## src/rtl/if_fetch_queue.sv

```systemverilog
// Instruction fetch queue between IF and ID.
// First-word-fall-through circular FIFO carrying the fetch PC, instruction word
// and branch-prediction metadata. An EX redirect flush empties it in one cycle.
module if_fetch_queue #(
  parameter int unsigned DEPTH = 4,
  parameter int unsigned PHT_W = 5
) (
  input  logic                     clk,
  input  logic                     rst,
  input  logic                     flush,
  input  logic                     in_valid,
  output logic                     in_ready,
  input  logic [31:0]              in_pc,
  input  logic [31:0]              in_inst,
  input  logic                     in_pred_taken,
  input  logic [PHT_W-1:0]         in_pht_idx,
  input  logic                     in_btb_hit,
  input  logic [31:0]              in_btb_target,
  output logic                     out_valid,
  input  logic                     out_ready,
  output logic [31:0]              out_pc,
  output logic [31:0]              out_inst,
  output logic                     out_pred_taken,
  output logic [PHT_W-1:0]         out_pht_idx,
  output logic                     out_btb_hit,
  output logic [31:0]              out_btb_target,
  output logic [$clog2(DEPTH):0]   count,
  output logic                     full,
  output logic                     empty
);

  localparam int unsigned AW = $clog2(DEPTH);
  localparam int unsigned PW = AW + 1;
  localparam logic [31:0] NOP = 32'h0000_0013;

  typedef struct packed {
    logic [31:0]      pc;
    logic [31:0]      inst;
    logic             pred_taken;
    logic [PHT_W-1:0] pht_idx;
    logic             btb_hit;
    logic [31:0]      btb_target;
  } entry_t;

  entry_t          mem_q [DEPTH];
  entry_t          head;
  logic [PW-1:0]   wr_ptr_q, wr_ptr_d;
  logic [PW-1:0]   rd_ptr_q, rd_ptr_d;
  logic [AW-1:0]   wr_idx, rd_idx;
  logic            enq, deq;

  assign wr_idx = wr_ptr_q[AW-1:0];
  assign rd_idx = rd_ptr_q[AW-1:0];

  // Status flags derive only from registered pointers: no out_ready->in_ready path.
  assign empty     = (wr_ptr_q == rd_ptr_q);
  assign full      = (wr_idx == rd_idx) && (wr_ptr_q[AW] != rd_ptr_q[AW]);
  assign count     = wr_ptr_q - rd_ptr_q;
  assign in_ready  = ~full;
  assign out_valid = ~empty;

  assign enq = in_valid & in_ready & ~flush;
  assign deq = out_valid & out_ready & ~flush;

  // Next-pointer logic; flush wins over any handshake in the same cycle.
  always_comb begin
    wr_ptr_d = wr_ptr_q;
    rd_ptr_d = rd_ptr_q;
    if (flush) begin
      wr_ptr_d = '0;
      rd_ptr_d = '0;
    end else begin
      if (enq) wr_ptr_d = wr_ptr_q + PW'(1);
      if (deq) rd_ptr_d = rd_ptr_q + PW'(1);
    end
  end

  // Pointer registers, cleared asynchronously on reset.
  always_ff @(posedge clk or posedge rst) begin
    if (rst) begin
      wr_ptr_q <= '0;
      rd_ptr_q <= '0;
    end else begin
      wr_ptr_q <= wr_ptr_d;
      rd_ptr_q <= rd_ptr_d;
    end
  end

  // Entry storage is not reset; stale contents are hidden by the empty mask.
  always_ff @(posedge clk) begin
    if (enq) begin
      mem_q[wr_idx] <= '{pc:         in_pc,
                         inst:       in_inst,
                         pred_taken: in_pred_taken,
                         pht_idx:    in_pht_idx,
                         btb_hit:    in_btb_hit,
                         btb_target: in_btb_target};
    end
  end

  // Head read at rd_ptr, masked to a NOP bubble when the queue is empty.
  always_comb begin
    head = mem_q[rd_idx];
    if (empty) begin
      head      = '0;
      head.inst = NOP;
    end
  end

  assign out_pc         = head.pc;
  assign out_inst       = head.inst;
  assign out_pred_taken = head.pred_taken;
  assign out_pht_idx    = head.pht_idx;
  assign out_btb_hit    = head.btb_hit;
  assign out_btb_target = head.btb_target;

endmodule

```

## config.mk

```make
export PLATFORM = sky130hd
export DESIGN_NAME = if_fetch_queue
export DESIGN_NICKNAME = d
export VERILOG_FILES = /design/src/rtl/if_fetch_queue.sv
export SDC_FILE = /design/constraint.sdc
export NUM_CORES = 1
export LEC_CHECK = 0
export CAP_MARGIN = 30
export CORE_MARGIN = 2
export CORE_UTILIZATION = 45
export CTS_BUF_LIST = sky130_fd_sc_hd__clkbuf_16
export DETAILED_ROUTE_END_ITERATION = 8
export PLACE_DENSITY = 0.7
export SKIP_LAST_GASP = 1
export SYNTH_ARGS = -nofsm -noshare
export SYNTH_HDL_FRONTEND = slang
export SYNTH_SLANG_ARGS = --single-unit
export TNS_END_PERCENT = 20
```

## constraint.sdc

```tcl
create_clock -name clk -period 4.2 [get_ports clk]
set_input_delay 0.63 -clock clk [delete_from_list [all_inputs] [get_ports clk]]
set_output_delay 0.63 -clock clk [all_outputs]
set_load 0.05 [all_outputs]
```

Word-level counts from Yosys, hierarchy flattened

Memory sizes are Yosys's and may differ from the RTL's.
Cells that the tools add are included.

Bits in registers: 6
Memory bits (writable): 412
Bits of input ports: 108
Output and inout port bits: 110
Word-level logic and storage cells: 26
Memories kept: 1

Add/sub/neg operators: 3
Equal/unequal tests: 3
Muxes and demuxes: 7
Bitwise gates (word level): 7
Reduce and logical (&&, ||, !) cells: 3

Memory list:

| name  | words | bits a word | read ports | clocked after memory_dff | write ports | line | source |
|---|---|---|---|---|---|---|---|
| mem_q | 4     | 103         | 1          | 0                        | 1           | 45   | `entry_t mem_q [DEPTH];` |

Operators by type and width:

| operator                                                       | count |
|---|---|
| 103-bit two-way mux                                            | 1 |
| 3-bit two-way mux                                              | 4 |
| 3-bit by 1-bit adder with 3-bit output (second input constant) | 2 |
| 1-bit bitwise AND                                              | 4 |
| 2-bit nonzero test                                             | 2 |
| 3-bit == test                                                  | 1 |
| 1-bit NOT                                                      | 3 |
| 3-bit subtractor                                               | 1 |
| 2-bit == test                                                  | 1 |
| 1-bit two-way mux                                              | 2 |
| 1-bit logical AND                                              | 1 |
| 1-bit inequality test                                          | 1 |

Depth between registers and ports, before layout

Gate-level depths: netlist of run 1.

Depth after elaboration: 7
Gate-level depth with buffers: 9
Mapped depth without buffers: 6

Worst setup path before layout of run 1

No wires, ideal clock.

Path kind: register -> register
Start: reg rd_ptr_q[1]
End: mem mem_q[0][0] (netlist name) (enable)
Library setup time: 0.475 ns
Arrival time: 4.604 ns
Required time: 3.725 ns
Setup slack: -0.879 ns
Stages on the path, launching flop included: 10
Path buffers: 3
Period minus slack after synthesis: 5.079 ns
Path through: dfrtp_1 clkbuf_1 buf_2 buf_4 inv_1 ha_1 nand2_1 nor2_1 inv_2 and4b_1

Word-level cells in the longest chain between the ends: 7

RTL lines:

| what                                    | line | source |
|---|---|---|
| start: declaration                      | 48   | `logic [PW-1:0] rd_ptr_q, rd_ptr_d;` |
| start signal: assignment                | 85   | `rd_ptr_q <= rd_ptr_d;` |
| 2-bit == test                           | 57   | `assign full = (wr_idx == rd_idx) && (wr_ptr_q[AW] != rd_ptr_q[AW]);` |
| 1-bit logical AND                       | 57   |  |
| net full                                | 28   | `output logic full,` |
| 1-bit NOT                               | 59   | `assign in_ready = ~full;` |
| net in_ready                            | 12   | `output logic in_ready,` |
| 1-bit bitwise AND (2 in a row)          | 62   | `assign enq = in_valid & in_ready & ~flush;` |
| 1-bit two-way mux                       | 91   | `if (enq) begin` |
| 1-bit two-way mux (not written as such) | 92   | `mem_q[wr_idx] <= '{pc: in_pc,` |
| end: declaration                        | 45   |  |

The timed path passes the listed nets, and every way through them passes these cells.

Worst setup path after layout of run 1

Start: reg rd_ptr_q[0]
End: out out_inst[30]

Word-level cells in the longest chain between the ends: 2
Elaborated cells between the ends (all ways): 3
Those cells by class: eq/ne (1); mux (1); memory (1)

RTL lines:

| what                                                       | line | source |
|---|---|---|
| memory 4 x 103 bit / 3-bit == test (equally long branches) | -    |  |
| 103-bit two-way mux (*)                                    | 104  | `if (empty) begin` |
| end: declaration                                           | 22   | `output logic [31:0] out_inst,` |

Mark *: on every way between the ends. The rest lies on a longest branch, timed or not.

==> results of run 1 <==
[state kept, by name, summed over array words and instances, names as in the netlist]
register  count
mem_q       412
rd_ptr_q      3
wr_ptr_q      3
[cell type report]
cell class                      count  share of cell area [%]
Timing Repair Buffer              232                    11.2
Multi-Input combinational cell    257                    16.9
Sequential cell                   418                    62.1
Inverter                            8                   0.149
Clock buffer                       45                    5.58
Tap cell                          461                    2.86
Clock inverter                     33                    1.27
Antenna cell                        2                  0.0248
[worst max-delay path by stage]
stage	start	cells after the start	end
after detailed placement	rd_ptr_q[0]	4	out_inst[30]
after floorplan	rd_ptr_q[1]	9	mem_q[3][0]
final	rd_ptr_q[0]	4	out_inst[30]
after global placement	rd_ptr_q[0]	4	out_pc[1]
after CTS	rd_ptr_q[0]	4	out_inst[30]
after global routing	rd_ptr_q[0]	4	out_inst[30]
[through the flow]
stage                     setup WS [ns]  instances  area, um^2  hold slack (ns)
after CTS                         0.287       1454       20200            0.287
after global routing              0.188       1454       20200            0.312
final                             0.383       1456       20200            0.299
after detailed placement          0.880       1376       18800            0.661
after global placement            0.893       1376       18800            0.644
after floorplan                  -0.835        721       16200            0.421
[placed cells by master, fill, tap and decap left out, drive strengths merged]
cell type	count
edfxtp	412
nand3b	2
bufinv	4
nor2b	2
buf	71
nand2	4
and3	3
xnor2	2
dfrtp	6
nor3b	2
nor2	3
nand4	2
or4	2
mux4	103
nand3	4
and4b	1
o311ai	1
a31oi	5
mux2	1
clkinv	20
or3	2
fa	1
clkinvlp	2
clkbuf	45
nand4b	4
inv	15
or3b	1
o211ai	1
and2	100
clkdlybuf4s50	161
or2	3
diode	2
ha	7
nor3	1
[worst reg2reg max path, cell delays in order (launching register included)]
cell and delay (ns):
dfrtp_1 0.41, inv_1 0.12, ha_1 0.43, nand2_1 0.29, nor2_1 0.11, inv_2 0.11, and3_4 0.68, buf_4 0.35
[logic make-up after synthesis]
| group | count (synthesis) | synth area share (%) |
|---|---|---|
| flops | 418 | 77.3 |
| simple gates | 136 | 5.25 |
| mux | 104 | 14.4 |
| buf+inv | 46 | 1.94 |
| fa+ha+maj | 8 | 0.664 |
| compound gates | 7 | 0.293 |
| xor+xnor | 2 | 0.224 |
[Yosys cell counts, types with 3 or more instances]
master and count:
and3_1 3, edfxtp_1 412, ha_1 7, buf_12 5, inv_1 6, nand3_1 4
nand2_1 4, clkbuf_1 9, buf_2 12, and2_1 100, buf_4 10, nor2_1 3
mux4_2 103, dfrtp_1 6, nand4b_1 4, or2_1 3, a31oi_1 5
[routing by layer]
layer,vias to the layer above,wire (um)
met5,-,0
met4,0,529
met3,44,2230
met2,230,15600
met1,4022,13000
li1,3442,-
==> results.md, run 1 <==
- TritonCTS buffer count: 44
- WP data required: around 3.6 ns
- Least-Margin Pin Slew: approximately 0.9 ns
- Fraction of layout instances using a drive strength above 1: between 20 and 25%
- Endpoints failing setup: 0
- Top cells by area, synth: edfxtp_1 (76%), mux4_2 (14%), and2_1 (3.9%), dfrtp_1 (0.93%), buf_12 (0.62%)
- Ys flop type: edfxtp_1
- First-pass GRT wire length: 48.6 mm
- Top Family by Delay on Critical Path: buffers and inverters
- Vias per cell: 5.31
- Setup TNS: 0 ns
- Met3 Resource Use GR: 4.85%
- Final nets: 1,077
- Vias in the first global route: ~8,500
- Syn_nets: 837
- Drt first pass iters: 4
- CTS tree: yes
- Core footprint: 35,500 um^2
- Worst r2r dst: mem_q[3][62]
- Arrival time worst endpoint: between 3 and 4 ns
- DR iter-0 viols: 372
- Clock period minus final worst setup slack: 3.82 ns
- Skew final: 0.0145 ns
- Largest net degree at the start of global routing: 108
- Fmax achieved: 262 MHz
- Slew margin rel.: 40.5%
- Asr flop ratio synth: 1.44%
- DR vias: 7,738
- Slowest cell on crit path: clkdlybuf4s50_1
- Synthesis warning total: 0
- Synthesized instance count: just over 700
- Post-CTS Setup Repair Bufs: 0
- CTS Sinks: 418
- Synth Register Bits: roughly 420
- Outcome: complete, no violations
- Starting density of the core: 45.7%
- Final GP Congestion: 0.732
- CTS Buffer Depth: 3
- Reg area: 12,500 um^2
- Largest area contributor in the netlist: edfxtp_1
- Clock Latency Late Sink: 0.54 ns
- Largest stage delay, worst path: between 0.7 and 0.8 ns
- Worst Setup Start Kind: register
- Sequential-to-total area share from yosys stat: 77.3%
- Cts repair resizes: 0
- Reg-to-reg setup timing slack: 1.38 ns
- Crit path kind: register to output pin
- Global routing's busiest layer: met2
- Global Route Usage Sum: 16.9%
- H-tree depth: 2
- Hold Path Class: primary input to async pin
- P&R area growth vs syn: 24.5%
- Final Hold Fails: 0
- CP cell instances: buf_12 -> mux4_2 -> and2_1 -> clkdlybuf4s50_1
- Die area: 37,600 um^2
- Drc violations: 0
- Die W: 194 um
- Number of max-cap violations: 0
- Crit. End Element: output pin
- Mapped Area: 16,200 um^2
- Worst-case reg-to-reg path depth: 7
- Die Ht: roughly 190 um
- # fillers: between 2,000 and 3,000
- Share of the synthesized area in the top cell type: 76.3%
- Worst-path fanout max: 107
- Final WL: approximately 31 mm
- Clock transition at the registers of the reported paths: 0.06 ns
- Area of the multi-input gates: 3400 um^2
- Antenna violations before repair: 2
- Mapped Avg Cell Area: 22.5 um^2
- Num rows: 69
- Met2 Use GR: ~29%
- # IOs: 218
- Cell variety after synth: 35
- Slew Limit Fails: 0
- Hold_buf cts: 0
- Drt wl/cell: 21.6 um
- Clock Root Buffer: clkbuf_16
- Unrepaired setup endpoints after global routing: no
- M1 GR Usage: around 21%
- I/O Buffers: 217
- FF-to-FF Start: wr_ptr_q[0]
- Fraction of the cycle the final worst path needs: between 90% and 100%
- EDFF count, synth: ~400
- Grt ovf: 0
- Critical path buffers and inverters: 2
- HPWL after DPL: 17.9 mm
- Detail Route Antenna Nets: 0
- Final Util: 56.9%
Power of run 1 is not shown: default switching activity piles up to over one toggle a cycle in this logic, so the estimate is an artifact.
==> run 2, diff against run 1 <==
--- a/config.mk
+++ b/config.mk
@@ -10,7 +10,7 @@
 export CORE_UTILIZATION = 45
 export CTS_BUF_LIST = sky130_fd_sc_hd__clkbuf_16
 export DETAILED_ROUTE_END_ITERATION = 8
-export PLACE_DENSITY = 0.7
+export PLACE_DENSITY = 0.67
 export SKIP_LAST_GASP = 1
 export SYNTH_ARGS = -nofsm -noshare
 export SYNTH_HDL_FRONTEND = slang
==> constraint.sdc (replaced) <==
create_clock -name clk -period 3.8 [get_ports clk]
set_input_delay 0.57 -clock clk [delete_from_list [all_inputs] [get_ports clk]]
set_output_delay 0.57 -clock clk [all_outputs]
set_load 0.05 [all_outputs]
==> run 2 against run 1 <==
  * Final cell count shrank 0.27%
  * Die area is the same
  * Non-clock buffer count shrank 1
  * Critical path type unchanged
  * Routed wire length shrank 0.79%
  * First-iteration DRC count grew 37%
  * Global-route usage shrank 0.20 points
  * Critical endpoint is now out_btb_hit
  * Sequential share of layout area grew 0.26 points
  * Utilization shrank 0.24 points
  * Largest cell class unchanged
==> results.md, run 2 (synthesized netlist as in run 1, its figures left out) <==
- Max reg flops: 412
- Worst-path fanout max: 39
- Commonest non-fill, non-tap cells in the layout: edfxtp_1 (412), clkdlybuf4s50_1 (110), buf_4 (105), mux4_2 (103), and2_1 (100)
- Area after DPL: 18,800 um^2
- Commonest non-fill, non-tap cell in the layout: edfxtp_1
- Unrepaired setup endpoints after global routing: no
- Fraction of layout instances using a drive strength above 1: a little under 30%
- I/O Buffers: 217
- Hold_buf cts: 0
- Fmax achieved: 302 MHz
- Fraction of the cycle the final worst path needs: between 80 and 90%
- H-tree depth: 2
- Slowest cell on crit path: dfrtp_4
- CTS Buffer Depth: 3
- Finished Layout Cells: 1,452
- Final WL: 31.1 mm
- Grt ovf: 0
- DR vias: 7,677
- Vias per cell: approximately 5.3
- Cts repair resizes: 0
- Largest stage delay, worst path: 0.58 ns
- Die area: 37,600 um^2
- Die Ht: 194 um
- Placed instance count: 1,375
- Least-Margin Pin Slew: 0.657 ns
- Final instance area: 20,100 um^2
- Antenna cells: 0
- Detail Route Antenna Nets: 0
- Starting density of the core: 45.7%
- Crit path kind: register to output pin
- Clock period minus final worst setup slack: 3.31 ns
- P&R area growth vs syn: 24.0%
- Antenna violations before repair: 1
- Vias in the first global route: approximately 8,300
- Skew final: 0.0170 ns
- Worst Setup Start Kind: register
- CTS tree: yes
- Drt wl/cell: 21.4 um
- Clock transition at the registers of the reported paths: 0.06 ns
- DR iter-0 viols: 511
- Core footprint: 35,500 um^2
- Final GP Congestion: 0.711
- Drt first pass iters: 5
- Crit. End Element: output pin
- Outcome: complete, no violations
- CTS Sinks: ~420
- Hold Path Class: primary input to async pin
- WP data required: 3.23 ns
- Arrival time worst endpoint: ~2.7 ns
- TritonCTS buffer count: 44
- # IOs: 218
- Num rows: between 60 and 70
- Clock Root Buffer: clkbuf_16
- Most flops, register: mem_q
- Slew Limit Fails: 0
- Die W: about 190 um
- Post-CTS Setup Repair Bufs: 0
- Drc violations: 0
- Registers with the most flip-flops: mem_q x412, rd_ptr_q x3, wr_ptr_q x3
- Final Hold Fails: 0
- Global Route Usage Sum: 16.7%
- Slew margin rel.: 56.2%
- HPWL after DPL: 17.9 mm
- Final nets: 1,076
- Clock Latency Late Sink: 0.53 ns
- Endpoints failing setup: 0
- CP cell instances: ha_1 -> nand3_4 -> buf_12 -> and2_1 -> buf_4
- Reg-to-reg setup timing slack: 1.16 ns
- Largest net degree at the start of global routing: 106
- First-pass GRT wire length: 48.2 mm
- Number of max-cap violations: 0
run 2: changes by cell type in the layout (fill, tap and decap cells not counted), sizes merged:
| cell | delta |
|---|---|
| inv | +4 |
| bufinv | -1 |
| diode | -2 |
| clkdlybuf4s50 | -51 |
| clkinvlp | +1 |
| clkinv | -5 |
| buf | +50 |
run 2: final cells by class:
class                      instances  area (um^2)
clock buffer                      45         1130
clock inverter                    32          224
fill                            2669        15400
inverter                           8         30.0
multi-input combinational        257         3400
sequential                       418        12500
tap                              461          577
timing repair buffer             231         2210
run 2: metal layers:
| layer | up-vias | share of wire [%] | GRT usage [%] |
|---|---|---|---|
| li1 | 3431 | - | - |
| met1 | 3973 | 42 | 22.0 |
| met2 | 227 | 50 | 28.2 |
| met3 | 44 | 6.9 | 3.97 |
| met4 | 2 | 1.9 | 4.01 |
| met5 | - | 0.042 | 0 |
run 2: path summary, 6_finish.rpt:
check                       startpoint  depth (start not counted)            to
setup / recovery           rd_ptr_q[0]                          5   out_btb_hit
hold / removal                     rst                          2   rd_ptr_q[2]
setup reg to reg           rd_ptr_q[0]                          6  mem_q[3][48]
hold reg to reg            wr_ptr_q[2]                          2   wr_ptr_q[2]
max in group asynchronous          rst                          2   rd_ptr_q[0]
min in group clk           wr_ptr_q[2]                          2   wr_ptr_q[2]
run 2: stage by stage:
| step | setup slack (ns) | hold slack [ns] | utilization [%] | TNS [ns] |
|---|---|---|---|---|
| after CTS | 0.429 | 0.279 | 56.6 | 0 |
| final | 0.491 | 0.287 | 56.6 | 0 |
| after detailed placement | 1.00 | 0.669 | 52.8 | 0 |
| after floorplan | -0.0898 | 0.361 | - | -27.75 |
| after global placement | 1.00 | 0.652 | 52.8 | 0 |
| after global routing | 0.340 | 0.288 | 56.6 | 0 |
run 2: critical path: cells and delay by family (launching register included):
kind	cells	cell delay, ns
buffers and inverters	2	0.52
DFF	1	0.58
adders and majority gates	1	0.48
and+or+nand+nor	2	0.60
Power of run 2 is left out for the same reason.
==> run 3, diff against run 2 <==
--- a/config.mk
+++ b/config.mk
@@ -5,6 +5,7 @@
 export SDC_FILE = /design/constraint.sdc
 export NUM_CORES = 1
 export LEC_CHECK = 0
+export ABC_CLOCK_PERIOD_IN_PS = 3800
 export CAP_MARGIN = 30
 export CORE_MARGIN = 2
 export CORE_UTILIZATION = 45
==> results of run 3 <==
Final layout, timing and power as in run 2 (identical DEF).
Power of run 3 is left out for the same reason.
